`config.mk`:
```
export PLATFORM = sky130hd
export DESIGN_NAME = udp_tmp_payload
export DESIGN_NICKNAME = d
export VERILOG_FILES = /design/src/rtl/udp_tmp_pkg.sv /design/src/rtl/udp_tmp_payload_timer.sv /design/src/rtl/udp_tmp_payload.sv
export SDC_FILE = /design/constraint.sdc
export NUM_CORES = 1
export LEC_CHECK = 0
export ABC_AREA = 1
export CAP_MARGIN = 20
export CORE_ASPECT_RATIO = 2
export CORE_MARGIN = 10
export CORE_UTILIZATION = 50
export CTS_CLUSTER_SIZE = 10
export DETAILED_ROUTE_END_ITERATION = 10
export DONT_BUFFER_PORTS = 1
export GPL_TIMING_DRIVEN = 0
export SLEW_MARGIN = 10
export SYNTH_ARGS = -nofsm -noshare
export SYNTH_HDL_FRONTEND = slang
export SYNTH_SLANG_ARGS = --single-unit
export TNS_END_PERCENT = 10
```
`constraint.sdc`:
```
create_clock -name i2c_clk -period 4.1 [get_ports i2c_clk]
set_clock_uncertainty 0.05 [all_clocks]
set_input_delay 0.41 -clock i2c_clk [delete_from_list [all_inputs] [get_ports i2c_clk]]
set_output_delay 0.41 -clock i2c_clk [all_outputs]
set_load 0.02 [all_outputs]
```
`src/rtl/udp_tmp_pkg.sv`:
```
// Shared types and constants for the UDP temperature payload block.
// UDP_TMP_CHKSUM_EN selects the 9-byte frame with a trailing XOR checksum.
package udp_tmp_pkg;

  typedef enum logic [2:0] {
    ST_IDLE  = 3'd0,
    ST_START = 3'd1,
    ST_BUSY  = 3'd2,
    ST_SEND  = 3'd3,
    ST_HOLD  = 3'd4
  } state_e;

  localparam logic [7:0] ASCII_T  = 8'h54;
  localparam logic [7:0] ASCII_M  = 8'h4D;
  localparam logic [7:0] ASCII_P  = 8'h50;
  localparam logic [7:0] ASCII_SP = 8'h20;
  localparam logic [7:0] ASCII_Q  = 8'h3F;
  localparam logic [7:0] ASCII_CR = 8'h0D;
  localparam logic [7:0] ASCII_LF = 8'h0A;

`ifdef UDP_TMP_CHKSUM_EN
  localparam int unsigned FRAME_LEN = 9;

  function automatic logic [7:0] frame_chksum(input logic [15:0] digits);
    return ASCII_T ^ ASCII_M ^ ASCII_P ^ ASCII_SP ^ digits[15:8] ^ digits[7:0] ^ ASCII_CR ^ ASCII_LF;
  endfunction
`else
  localparam int unsigned FRAME_LEN = 8;
`endif

  localparam logic [3:0] LAST_IDX = 4'(FRAME_LEN - 1);

  function automatic logic [7:0] frame_byte(input logic [3:0] idx, input logic [15:0] digits);
    logic [7:0] b;
    case (idx)
      4'd0:    b = ASCII_T;
      4'd1:    b = ASCII_M;
      4'd2:    b = ASCII_P;
      4'd3:    b = ASCII_SP;
      4'd4:    b = digits[15:8];
      4'd5:    b = digits[7:0];
      4'd6:    b = ASCII_CR;
      4'd7:    b = ASCII_LF;
`ifdef UDP_TMP_CHKSUM_EN
      4'd8:    b = frame_chksum(digits);
`endif
      default: b = 8'h00;
    endcase
    return b;
  endfunction

endpackage

```
`src/rtl/udp_tmp_payload_timer.sv`:
```
// udp_tmp_timer: loadable 32-bit down-counter that parks at zero and flags it.
module udp_tmp_timer (
  input  logic        clk,
  input  logic        rst,
  input  logic        load,
  input  logic [31:0] load_val,
  output logic        zero
);

  logic [31:0] cnt_q, cnt_d;

  // next count: a load wins, otherwise step toward zero and stay there
  always_comb begin
    if (load) begin
      cnt_d = load_val;
    end else if (cnt_q != 32'd0) begin
      cnt_d = cnt_q - 32'd1;
    end else begin
      cnt_d = cnt_q;
    end
  end

  // count register
  always_ff @(posedge clk) begin
    if (rst) begin
      cnt_q <= 32'd0;
    end else begin
      cnt_q <= cnt_d;
    end
  end

  assign zero = (cnt_q == 32'd0);

endmodule

```
`src/rtl/udp_tmp_payload.sv`:
```
// udp_tmp_payload: periodic I2C temperature read serialized as an ASCII frame on a valid/ready stream.
// Define UDP_TMP_CHKSUM_EN for the 9-byte frame with an XOR checksum byte.
module udp_tmp_payload
  import udp_tmp_pkg::*;
#(
  parameter logic [31:0] P_PERIOD  = 32'd50_000_000,
  parameter logic [31:0] P_TIMEOUT = 32'd1_000_000
) (
  input  logic        i2c_clk,
  input  logic        rst,
  input  logic        i_enable,
  output logic        o_i2c_start,
  input  logic        i_i2c_end,
  input  logic [15:0] i_data_tmp_dec,
  output logic [7:0]  o_tx_data,
  output logic        o_tx_valid,
  input  logic        i_tx_ready,
  output logic        o_tx_last,
  output logic        o_busy,
  output logic [7:0]  o_timeout_cnt
);

  state_e      state_q, state_d;
  logic [3:0]  idx_q, idx_d;
  logic [15:0] digits_q, digits_d;
  logic [7:0]  tmo_cnt_q, tmo_cnt_d;
  logic [7:0]  data_q, data_d;
  logic        start_q, start_d;
  logic        valid_q, valid_d;
  logic        last_q, last_d;
  logic        busy_q, busy_d;
  logic        period_load_s, period_zero_s;
  logic        tmo_load_s, tmo_zero_s;

  // The period runs from entry into START; the read timeout from entry into BUSY.
  assign period_load_s = (state_d == ST_START);
  assign tmo_load_s    = (state_q == ST_START);

  udp_tmp_timer u_period (
    .clk      (i2c_clk),
    .rst      (rst),
    .load     (period_load_s),
    .load_val (P_PERIOD - 32'd1),
    .zero     (period_zero_s)
  );

  udp_tmp_timer u_timeout (
    .clk      (i2c_clk),
    .rst      (rst),
    .load     (tmo_load_s),
    .load_val (P_TIMEOUT - 32'd1),
    .zero     (tmo_zero_s)
  );

  // next state, latched digits, byte index and output values
  always_comb begin
    state_d   = state_q;
    idx_d     = idx_q;
    digits_d  = digits_q;
    tmo_cnt_d = tmo_cnt_q;
    case (state_q)
      ST_IDLE: begin
        if (i_enable) begin
          state_d = ST_START;
        end else begin
          state_d = ST_IDLE;
        end
      end
      ST_START: begin
        state_d = ST_BUSY;
      end
      ST_BUSY: begin
        // a completed read beats a timeout landing in the same cycle
        if (i_i2c_end) begin
          digits_d = i_data_tmp_dec;
          idx_d    = 4'd0;
          state_d  = ST_SEND;
        end else if (tmo_zero_s) begin
          digits_d = {ASCII_Q, ASCII_Q};
          if (tmo_cnt_q != 8'hFF) begin
            tmo_cnt_d = tmo_cnt_q + 8'd1;
          end else begin
            tmo_cnt_d = tmo_cnt_q;
          end
          idx_d   = 4'd0;
          state_d = ST_SEND;
        end else begin
          state_d = ST_BUSY;
        end
      end
      ST_SEND: begin
        if (i_tx_ready && (idx_q == LAST_IDX)) begin
          idx_d   = 4'd0;
          state_d = ST_HOLD;
        end else if (i_tx_ready) begin
          idx_d = idx_q + 4'd1;
        end else begin
          idx_d = idx_q;
        end
      end
      ST_HOLD: begin
        if (!i_enable) begin
          state_d = ST_IDLE;
        end else if (period_zero_s) begin
          state_d = ST_START;
        end else begin
          state_d = ST_HOLD;
        end
      end
      default: begin
        state_d = ST_IDLE;
      end
    endcase

    busy_d  = (state_d != ST_IDLE);
    start_d = (state_d == ST_START);
    valid_d = (state_d == ST_SEND);
    last_d  = (state_d == ST_SEND) && (idx_d == LAST_IDX);
    data_d  = (state_d == ST_SEND) ? frame_byte(idx_d, digits_d) : 8'h00;
  end

  // state and registered outputs
  always_ff @(posedge i2c_clk) begin
    if (rst) begin
      state_q   <= ST_IDLE;
      idx_q     <= 4'd0;
      digits_q  <= 16'h3030;
      tmo_cnt_q <= 8'd0;
      data_q    <= 8'd0;
      start_q   <= 1'b0;
      valid_q   <= 1'b0;
      last_q    <= 1'b0;
      busy_q    <= 1'b0;
    end else begin
      state_q   <= state_d;
      idx_q     <= idx_d;
      digits_q  <= digits_d;
      tmo_cnt_q <= tmo_cnt_d;
      data_q    <= data_d;
      start_q   <= start_d;
      valid_q   <= valid_d;
      last_q    <= last_d;
      busy_q    <= busy_d;
    end
  end

  assign o_i2c_start   = start_q;
  assign o_tx_valid    = valid_q;
  assign o_tx_data     = data_q;
  assign o_tx_last     = last_q;
  assign o_busy        = busy_q;
  assign o_timeout_cnt = tmo_cnt_q;

endmodule

```
==> summary.md, run 1 <==
| Metric | Value |
|---|---|
| Status | `finished, final reports clean` |
| Total CTS buffers | `9` |
| Antenna diodes | `0` |
| Die width | `95.8 µm` |
| Post-synth EDFFs | `0` |
| # Post-CTS Setup Buffers | `0` |
| Mux contribution to synthesized area | `0%` |
| Vias in the first global route | `5,189` |
| Cell area after synthesis | `0.00575 mm²` |
| DP HPWL | `12,500 µm` |
| Yosys top cell by area | `dfxtp_1` |
| Fillers | `1,178` |
| Clock tree root buffer cell | `clkbuf_16` |
| CP cell instances | `inv_1 > ha_1 > inv_1 > nor2_1 > nand2_1 > nor2_2 > nand2_4 > buf_6 > nand4_4 > nand3b_2 > nand2_4 > nor2_2 > nor2_1 > nand3_1 > nand2_1 > inv_1` |
| RD Place Congestion | `0.910` |
| Post-synth cell types | `52` |
| Critical-path top delay cell | `dfxtp_1` |
| All-Layer GR Usage | `19.8%` |
| Levels on crit path | `16` |
| Rel. slew slack | `54.0%` |
| Worst Setup SP | `u_timeout.cnt_q[0]` |
| Largest family of logic cells by synthesized area | `simple AND/OR/NAND/NOR gates` |
| Ys async rst share | `0%` |
| Hold Path Class | `input pin to flop` |
| FF-to-FF path depth | `16` |
| Setup ws final | `1710 ps` |
| CTS tree | `built` |
| Post-synthesis sequential area ratio | `37.3%` |
| Peak VDD IR | `0.361 mV` |
| Synthesized net count | `819` |
| R2R Path Start | `u_timeout.cnt_q[0]` |
| Worst-path clk slew | `80 ps` |
| Vias/cell | `5.38` |
| Syn Area/Cell | `7.26 µm²` |
| Residual DRC | `0` |
| Most common cell in the netlist | `nor2_1` |
| Gate Count Post-Synth | `792` |
| Resize count post-CTS | `0` |
| Buf+Inv Stages, Crit Path | `4` |
| CORE AREA | `0.0113 mm²` |
| Fmax achieved | `418 MHz` |
| Worst-margin pin slew | `689 ps` |
| Post-synthesis compound-gate area fraction | `10.1%` |
| CP dominant cell by count | `inv_1` |
| CP Data Arrival Time | `2610 ps` |
| Layout net count | `830` |
| Wire per inst | `16.2 µm` |
| Largest fanout on the critical path | `10` |
| Clk_lat worst skew | `360 ps` |
| Initial Utilization | `50.9%` |
| Pwr Density | `538 mW/mm²` |
| Port buffer count | `0` |
| Most area-consuming cells after synthesis | `dfxtp_1, nor2_1, nand2_1, inv_1, nand3_1` |
| RSZ-0062 raised after global routing | `false` |
| Lkg Pwr | `2.68 nW` |
| Worst R2R Setup Slack | `1710 ps` |
| Die Ht | `172 µm` |
| Fin crit period | `2390 ps` |
| H-tree level count | `3` |
| Post-Synth Adder-Cell Area | `1.31%` |
| Routed WL | `15,400 µm` |
| Routed Antenna Nets | `0` |
| Delay of the slowest critical-path stage | `330 ps` |
| Hold Buf Count CTS | `0` |
| Simple-gate share of the synthesized area | `37.6%` |
| First drt pass iteration count | `5` |
| Syn. warnings | `0` |
| Area growth, synth to finish | `8.38%` |
| R2R Path End | `o_tx_data[2]` |
| Setup CP Type | `flop to flop` |
| Iteration-0 DRC Markers | `235` |
| Share of the synthesized area in the top cell type | `37.3%` |
| DP Worst Slack | `1680 ps` |
| Final hold vios | `0` |
| Worst setup endpoint | `o_tx_data[2]` |
| DR vias | `5,109` |
| Max clock buf depth | `2` |
| Antenna violations before repair | `0` |
| Post-synth top cells | `nor2_1, nand2_1, dfxtp_1` |
| WP data required | `4320 ps` |
| Site Rows | `55` |
| Delay-heaviest family, CP | `simple AND/OR/NAND/NOR gates` |
| Maximum capacitance violations | `0` |
| #FFs+latches synth | `107` |
| Remaining global-route overflow | `0` |
| Final worst-path cycle share | `58.4%` |
| Worst Setup End Kind | `flop` |
| Slew Viols, Final | `0` |
| Post-Synth XOR/XNOR Area | `5.48%` |
| Fraction of layout cells with a size suffix above 1 | `14.1%` |
| Setup tns final | `0 ps` |
| Largest net degree at the start of global routing | `22` |
| Final Setup Violations | `0` |
| Startpoint Class | `flop` |
| Number of clock sinks | `107` |
| First-pass GRT wire length | `25,300 µm` |
| Synth Flop Type | `dfxtp_1` |
| Io pins | `41` |
| Die area | `0.0164 mm²` |
## sequential cells by signal, summed over array words and instances, names as in the netlist
register         flops
u_period.cnt_q      32
u_timeout.cnt_q     32
digits_q            16
o_timeout_cnt        8
o_tx_data            8
idx_q                4
state_q              3
o_busy               1
o_i2c_start          1
o_tx_last            1
o_tx_valid           1
## per-layer routing
layer	part of all wire (%)	up-vias	wire, µm	global-route usage [%]
li1	-	2586	-	-
met1	35	2388	5400	18.6
met4	4.2	0	647	10.3
met2	56	100	8630	37.6
met3	4.5	35	688	4.28
met5	0	-	0	0
## cells by family after synthesis
logic type / count (synthesis)
AOI/OAI and AO/OA: 91
xor gates and xnor gates: 36
adders and majority gates: 6
buffers and inverters: 120
DFF: 107
and+or+nand+nor: 432
## stage by stage
step           hold WS (ps)  cell area, µm²  power (mW)  util (%)  std cells
3_3_place_gp            410            5930        2.47      52.5        934
2_1_floorplan           396            5750        2.23         -        792
5_1_grt                 185            6230        3.59      55.2        950
4_1_cts                 168            6230        3.38      55.2        950
3_5_place_dp            423            5930        2.49      52.5        934
6_report                189            6230        3.35      55.2        950
## cell type report
class	count	area, µm²	area share (%)
Sequential cell	107	2140	34.4
Buffer	15	80.1	1.29
Clock inverter	7	78.8	1.27
Clock buffer	9	225	3.61
Multi-Input combinational cell	565	3130	50.3
Tap cell	142	178	2.85
Inverter	105	395	6.35
## layout by cell type, fill, tap and decap left out, types with 4 or more instances in the layout
| cell type | instances |
|---|---|
| or2_1 | 7 |
| o31ai_1 | 6 |
| nand2_2 | 12 |
| nor2_1 | 135 |
| a31oi_1 | 9 |
| nand2_1 | 130 |
| clkbuf_1 | 9 |
| xnor2_1 | 9 |
| nor3_1 | 26 |
| ha_1 | 6 |
| nand4_1 | 15 |
| clkbuf_16 | 9 |
| nor2_8 | 4 |
| a21oi_1 | 30 |
| nor2_2 | 17 |
| inv_2 | 27 |
| nand3_1 | 50 |
| nor4_1 | 5 |
| dfxtp_1 | 107 |
| o21ai_0 | 19 |
| o22a_1 | 9 |
| inv_1 | 76 |
| xor2_1 | 27 |
| nor2_4 | 10 |
## power by group
group / internal, mW / switching, mW / leakage, nW
clock: 0.435 / 0.444 / 0.148
sequential: 1.17 / 0.125 / 0.874
combinational: 0.391 / 0.782 / 1.66
## worst min path at each step
stage / endpoint / from / slack (ps) / cells after the start
6_report: digits_q[14] / i_data_tmp_dec[14] / 190 / 2
5_1_grt: digits_q[14] / i_data_tmp_dec[14] / 180 / 2
3_5_place_dp: digits_q[14] / digits_q[14] / 420 / 2
4_1_cts: digits_q[14] / i_data_tmp_dec[14] / 170 / 2
3_3_place_gp: digits_q[14] / digits_q[14] / 410 / 2
2_1_floorplan: digits_q[14] / digits_q[14] / 400 / 2
No activity file was read; power rests on OpenSTA's default activity.
==> run 2: changes to the inputs <==
==> constraint.sdc (replaced) <==
create_clock -name i2c_clk -period 2.5 [get_ports i2c_clk]
set_clock_uncertainty 0.05 [all_clocks]
set_input_delay 0.25 -clock i2c_clk [delete_from_list [all_inputs] [get_ports i2c_clk]]
set_output_delay 0.25 -clock i2c_clk [all_outputs]
set_load 0.02 [all_outputs]
==> summary.md, run 2 (synthesis results as in run 1) <==
| Metric | Value |
|---|---|
| All-Layer GR Usage | `19.8% (unchanged)` |
| Hold path startpoint | `i_data_tmp_dec[14]` |
| Antenna diodes | `0 (unchanged)` |
| Worst-margin pin slew | `669 ps (-20.5 ps)` |
| Rel. slew slack | `55.4% (+1.4 points)` |
| Residual DRC | `0 (unchanged)` |
| CORE AREA | `0.0113 mm² (unchanged)` |
| Routed WL | `15,400 µm (unchanged)` |
| Largest net degree at the start of global routing | `22 (unchanged)` |
| Finished Layout Cells | `950 (unchanged)` |
| Antenna violations before repair | `0 (unchanged)` |
| Placed insts | `934 (unchanged)` |
| Max clock buf depth | `2 (unchanged)` |
| Wl on met1 | `5420 µm (+0.35%)` |
| Largest fanout on the critical path | `10 (unchanged)` |
| Final worst-path cycle share | `90.8% (+32 points)` |
| Lkg Pwr | `2.69 nW (+0.30%)` |
| DP HPWL | `12,500 µm (unchanged)` |
| DR vias | `5,068 (-0.80%)` |
| Max Used Layer | `met4` |
| Area growth, synth to finish | `8.60%` |
| Remaining global-route overflow | `0 (unchanged)` |
| R2R Path Start | `u_timeout.cnt_q[0]` |
| Setup CP Type | `flop to flop` |
| First-pass GRT wire length | `25,300 µm (unchanged)` |
| Fmax achieved | `441 MHz (+5.5%)` |
| # Post-CTS Setup Buffers | `0 (unchanged)` |
| Peak VDD IR | `0.590 mV (+64%)` |
| Fin crit period | `2270 ps (-125 ps)` |
| Startpoint Class | `flop` |
| Layout net count | `830 (unchanged)` |
| CTS tree | `built` |
| H-tree level count | `3 (unchanged)` |
| RSZ-0062 raised after global routing | `false` |
| Die width | `95.8 µm (unchanged)` |
| Final Setup Violations | `0 (unchanged)` |
| Worst Setup End Kind | `flop` |
| Clock tree root buffer cell | `clkbuf_16` |
| Port buffer count | `0 (unchanged)` |
| Final hold vios | `0 (unchanged)` |
| Wire per inst | `16.2 µm (unchanged)` |
| Final core occ | `55.3% (+0.11 points)` |
| Clk_lat worst skew | `360 ps (about the same)` |
| Regs by FF count | `u_period.cnt_q (32), u_timeout.cnt_q (32), digits_q (16)` |
| Fraction of layout cells with a size suffix above 1 | `14.5% (+0.37 points)` |
| Die Ht | `172 µm (unchanged)` |
| Number of clock sinks | `107 (unchanged)` |
| Met3 wire length | `681 µm (-1.0%)` |
| DR WL met2 | `8680 µm (+0.59%)` |
| Io pins | `41 (unchanged)` |
| First drt pass iteration count | `5 (unchanged)` |
| Vias/cell | `5.33 (-0.80%)` |
| Die area | `0.0164 mm² (unchanged)` |
| Worst-path clk slew | `80 ps (about the same)` |
| Routed Antenna Nets | `0 (unchanged)` |
| CP Data Arrival Time | `2480 ps (-130 ps)` |
| Commonest non-fill, non-tap cell in the layout | `nor2_1` |
| Total CTS buffers | `9 (unchanged)` |
| Vias in the first global route | `5,189 (unchanged)` |
| WP data required | `2710 ps (-1610 ps)` |
| Status | `finished, final reports clean` |
| Pwr Density | `881 mW/mm² (+64%)` |
| Iteration-0 DRC Markers | `227 (-3.4%)` |
| RD Place Congestion | `0.910 (unchanged)` |
| Hold Path Class | `input pin to flop` |
| Setup tns final | `0 ps (unchanged)` |
| Worst Setup SP | `u_timeout.cnt_q[0]` |
| Commonest non-fill, non-tap cells in the layout | `nor2_1, nand2_1, dfxtp_1` |
| Slew Viols, Final | `0 (unchanged)` |
| Site Rows | `55 (unchanged)` |
| Initial Utilization | `50.9% (unchanged)` |
| Maximum capacitance violations | `0 (unchanged)` |
| Hold Buf Count CTS | `0 (unchanged)` |
run 2: worst max-delay path, cell delays in order, from the launching register on:
cell      delay, ps
dfxtp_1         340
inv_2           100
ha_1            160
inv_1            60
nor2_1          100
nand2_1          70
nor2_2          140
nand2_4         120
buf_6           180
nand4_4          70
nand3b_2        160
nand2_4         150
nor2_2           50
nor2_1          210
nand3_1         100
nand2_1          70
inv_1            40
run 2: final timing paths:
check	to	slack, ps	cells past startpoint
setup / recovery	o_tx_data[0]	230	16
hold / removal	digits_q[14]	30	2
setup reg to reg	o_tx_data[0]	230	16
hold reg to reg	digits_q[14]	430	2
run 2: through the flow:
stage	worst slack [ps]	total power [mW]	hold slack [ps]	area, µm²
after floorplan	633	3.65	369	5750
after global placement	71.9	4.05	382	5930
after detailed placement	82.1	4.09	387	5930
after CTS	79.4	5.55	8.13	6230
after global routing	46.8	5.89	24.8	6240
final	231	5.50	25.6	6240
run 2: repair_timing:
| item | CTS | global route |
|---|---|---|
| resized for setup | 0 | 4 |
| endpoints found under the setup margin | 0 | 3 |
| hold endpoints to repair | 0 | 0 |
run 2: final cells by class:
class / instances / area, µm²
Fill cell: 1177 / 5040
Multi-Input combinational cell: 565 / 3140
Sequential cell: 107 / 2140
Inverter: 105 / 395
Clock buffer: 9 / 225
Tap cell: 142 / 178
Buffer: 15 / 80.1
Clock inverter: 7 / 78.8
run 2: per-layer routing:
| layer | global-route usage (%) | vias up |
|---|---|---|
| met5 | 0 | - |
| met4 | 10.3 | 0 |
| met3 | 4.28 | 29 |
| met2 | 37.6 | 79 |
| met1 | 18.6 | 2373 |
| li1 | - | 2587 |
run 2: where the power goes:
group	total [mW]	internal, mW	switching [mW]
Combinational	1.92	0.643	1.28
Clock	1.44	0.714	0.731
Sequential	2.13	1.93	0.206
==> run 3: changes to the inputs <==
--- a/config.mk
+++ b/config.mk
@@ -8,12 +8,13 @@
 export ABC_AREA = 1
 export CAP_MARGIN = 20
 export CORE_ASPECT_RATIO = 2
-export CORE_MARGIN = 10
 export CORE_UTILIZATION = 50
+export CTS_CLUSTER_DIAMETER = 30
 export CTS_CLUSTER_SIZE = 10
 export DETAILED_ROUTE_END_ITERATION = 10
 export DONT_BUFFER_PORTS = 1
 export GPL_TIMING_DRIVEN = 0
+export PLACE_DENSITY = 0.63
 export SLEW_MARGIN = 10
 export SYNTH_ARGS = -nofsm -noshare
 export SYNTH_HDL_FRONTEND = slang
==> summary.md, run 3 (synthesis results as in run 1) <==
| Metric | Value |
|---|---|
| Maximum capacitance violations | `0 (unchanged)` |
| Initial Utilization | `50.9% (unchanged)` |
| Io pins | `41 (unchanged)` |
| Layout net count | `830 (unchanged)` |
| Resize count post-CTS | `0 (unchanged)` |
| Regs by FF count | `u_period.cnt_q (32), u_timeout.cnt_q (32), digits_q (16)` |
| CTS tree | `built` |
| Setup CP Type | `flop to flop` |
| Site Rows | `55 (unchanged)` |
| Rel. slew slack | `49.9% (-5.5 points)` |
| WP data required | `2670 ps (-40 ps)` |
| Clk_lat worst skew | `360 ps (about the same)` |
| First-pass GRT wire length | `25,900 µm (+2.6%)` |
| Met2 usage | `57.6% (+20 points)` |
| Antenna violations before repair | `0 (unchanged)` |
| # Post-CTS Setup Buffers | `0 (unchanged)` |
| Fraction of layout cells with a size suffix above 1 | `14.0% (-0.50 points)` |
| Worst-path clk slew | `70 ps (about the same)` |
| Net Sw Frac | `38.7% (-1.6 points)` |
| Slew Viols, Final | `0 (unchanged)` |
| Worst Setup End Kind | `flop` |
| RD Place Congestion | `0.925 (+1.7%)` |
| Die area | `0.0120 mm² (-27%)` |
| Setup tns final | `0 ps (unchanged)` |
| Largest net degree at the start of global routing | `18 (-18%)` |
| M3 GR Usage | `4.04% (-0.24 points)` |
| Die Ht | `154 µm (-10%)` |
| Final hold vios | `0 (unchanged)` |
| Largest fanout on the critical path | `6 (-4)` |
| Routed Antenna Nets | `0 (unchanged)` |
| Wire per inst | `16.7 µm (+3.2%)` |
| Startpoint Class | `flop` |
| Area growth, synth to finish | `8.62% (about the same)` |
| Routed WL | `15,900 µm (+3.2%)` |
| Fmax achieved | `430 MHz (-2.5%)` |
| CP Data Arrival Time | `2500 ps (+20 ps)` |
| Hold Buf Count CTS | `0 (unchanged)` |
| Final Cell Area | `0.00624 mm² (about the same)` |
| P_int | `3.45 mW (+5.1%)` |
| Clock tree root buffer cell | `clkbuf_16` |
| GR Util met1 | `25.9% (+7.3 points)` |
| All-Layer GR Usage | `28.6% (+8.8 points)` |
| Commonest non-fill, non-tap cells in the layout | `nor2_1, nand2_1, dfxtp_1` |
| Pwr Density | `901 mW/mm² (+2.3%)` |
| Placed Area | `0.00593 mm² (unchanged)` |
| First drt pass iteration count | `5 (unchanged)` |
| Final Setup Violations | `0 (unchanged)` |
| CORE AREA | `0.0113 mm² (unchanged)` |
| Vias/cell | `5.38 (+0.83%)` |
| Net Sw Power | `2.17 mW (-1.9%)` |
| Fin crit period | `2330 ps (+57.8 ps)` |
| Residual DRC | `0 (unchanged)` |
| GR peak layer | `met2` |
| DR vias | `5,110 (+0.83%)` |
| Final worst-path cycle share | `93.1% (+2.3 points)` |
| Clock share of power | `27.3% (+1.0 points)` |
| Status | `finished, final reports clean` |
| Iteration-0 DRC Markers | `251 (+11%)` |
| Sequential Power Share | `38.0% (-0.8 points)` |
| Die width | `77.8 µm (-19%)` |
| Port buffer count | `0 (unchanged)` |
| RSZ-0062 raised after global routing | `false` |
| Max clock buf depth | `2 (unchanged)` |
| Number of clock sinks | `107 (unchanged)` |
| Hold Path Class | `input pin to flop` |
| Antenna diodes | `0 (unchanged)` |
| Logic pwr share | `34.7% (-0.3 points)` |
| Lkg Pwr | `2.68 nW (about the same)` |
| Remaining global-route overflow | `0 (unchanged)` |
| Total CTS buffers | `9 (unchanged)` |
| Vias in the first global route | `5,255 (+1.3%)` |
| Peak VDD IR | `0.484 mV (-18%)` |
| Worst-margin pin slew | `752 ps (+83.2 ps)` |
| Commonest non-fill, non-tap cell in the layout | `nor2_1` |
| DP HPWL | `12,700 µm (+1.8%)` |
| H-tree level count | `3 (unchanged)` |
==> run 3: cell types whose count changed in the layout (fill, tap and decap cells not counted), moves of 2 or more <==
cell / previous run / this run
clkinv_2: 1 / 3
clkinv_8: 2 / 0
inv_6: 3 / 0
bufinv_16: 0 / 2
==> run 3: area by class of cell <==
cell class | count | area, µm²
multi-input combinational | 565 | 3130
fill | 1105 | 5040
clock buffer | 10 | 229
inverter | 105 | 395
tap | 142 | 178
sequential | 107 | 2140
buffer | 15 | 80.1
clock inverter | 6 | 88.8
==> run 3: stage by stage <==
stage	worst slack, ps	power, mW	hold WS [ps]	std cells	util [%]
floorplan	633	3.65	369	792	-
global placement	209	4.08	386	934	52.5
detailed placement	210	4.11	394	934	52.5
CTS	187	5.64	30.9	950	55.3
global route	5.20	6.01	46.9	950	55.3
finish	173	5.63	30.3	950	55.3
==> run 3: final timing paths <==
kind | startpoint | cells past startpoint | endpoint | slack (ps)
worst min register to register | u_timeout.cnt_q[17] | 2 | u_timeout.cnt_q[17] | 430
worst min-delay path | i_data_tmp_dec[7] | 2 | digits_q[7] | 30
worst max register to register | u_timeout.cnt_q[0] | 13 | u_timeout.cnt_q[26] | 170
worst max-delay path | u_timeout.cnt_q[0] | 13 | u_timeout.cnt_q[26] | 170
==> run 3: routing by layer <==
metal	share of wire [%]	vias to the layer above
li1	-	2586
met1	35	2372
met2	58	107
met3	2.7	45
met4	4.8	0
met5	0	-
==> run 3: power groups by stage <==
| stage | Combinational, mW | Clock [mW] | Sequential (mW) |
|---|---|---|---|
| 3_3_place_gp | 1.92 | 0 | 2.17 |
| 3_5_place_dp | 1.94 | 0 | 2.17 |
| 5_1_grt | 2.21 | 1.63 | 2.17 |
| 6_report | 1.95 | 1.54 | 2.14 |
| 2_1_floorplan | 1.53 | 0 | 2.12 |
| 4_1_cts | 1.95 | 1.56 | 2.14 |
==> run 3: worst max-delay path: stages, from the launching register on <==
cell and delay, ps:
dfxtp_1 330, inv_1 160, ha_1 200, inv_1 60, nor2_1 190, inv_2 90
nor2_1 100, inv_1 60, nor2_1 90, nand2_1 160, nor3_2 300, nand3_1 190
nor2_1 150, nor3b_2 60
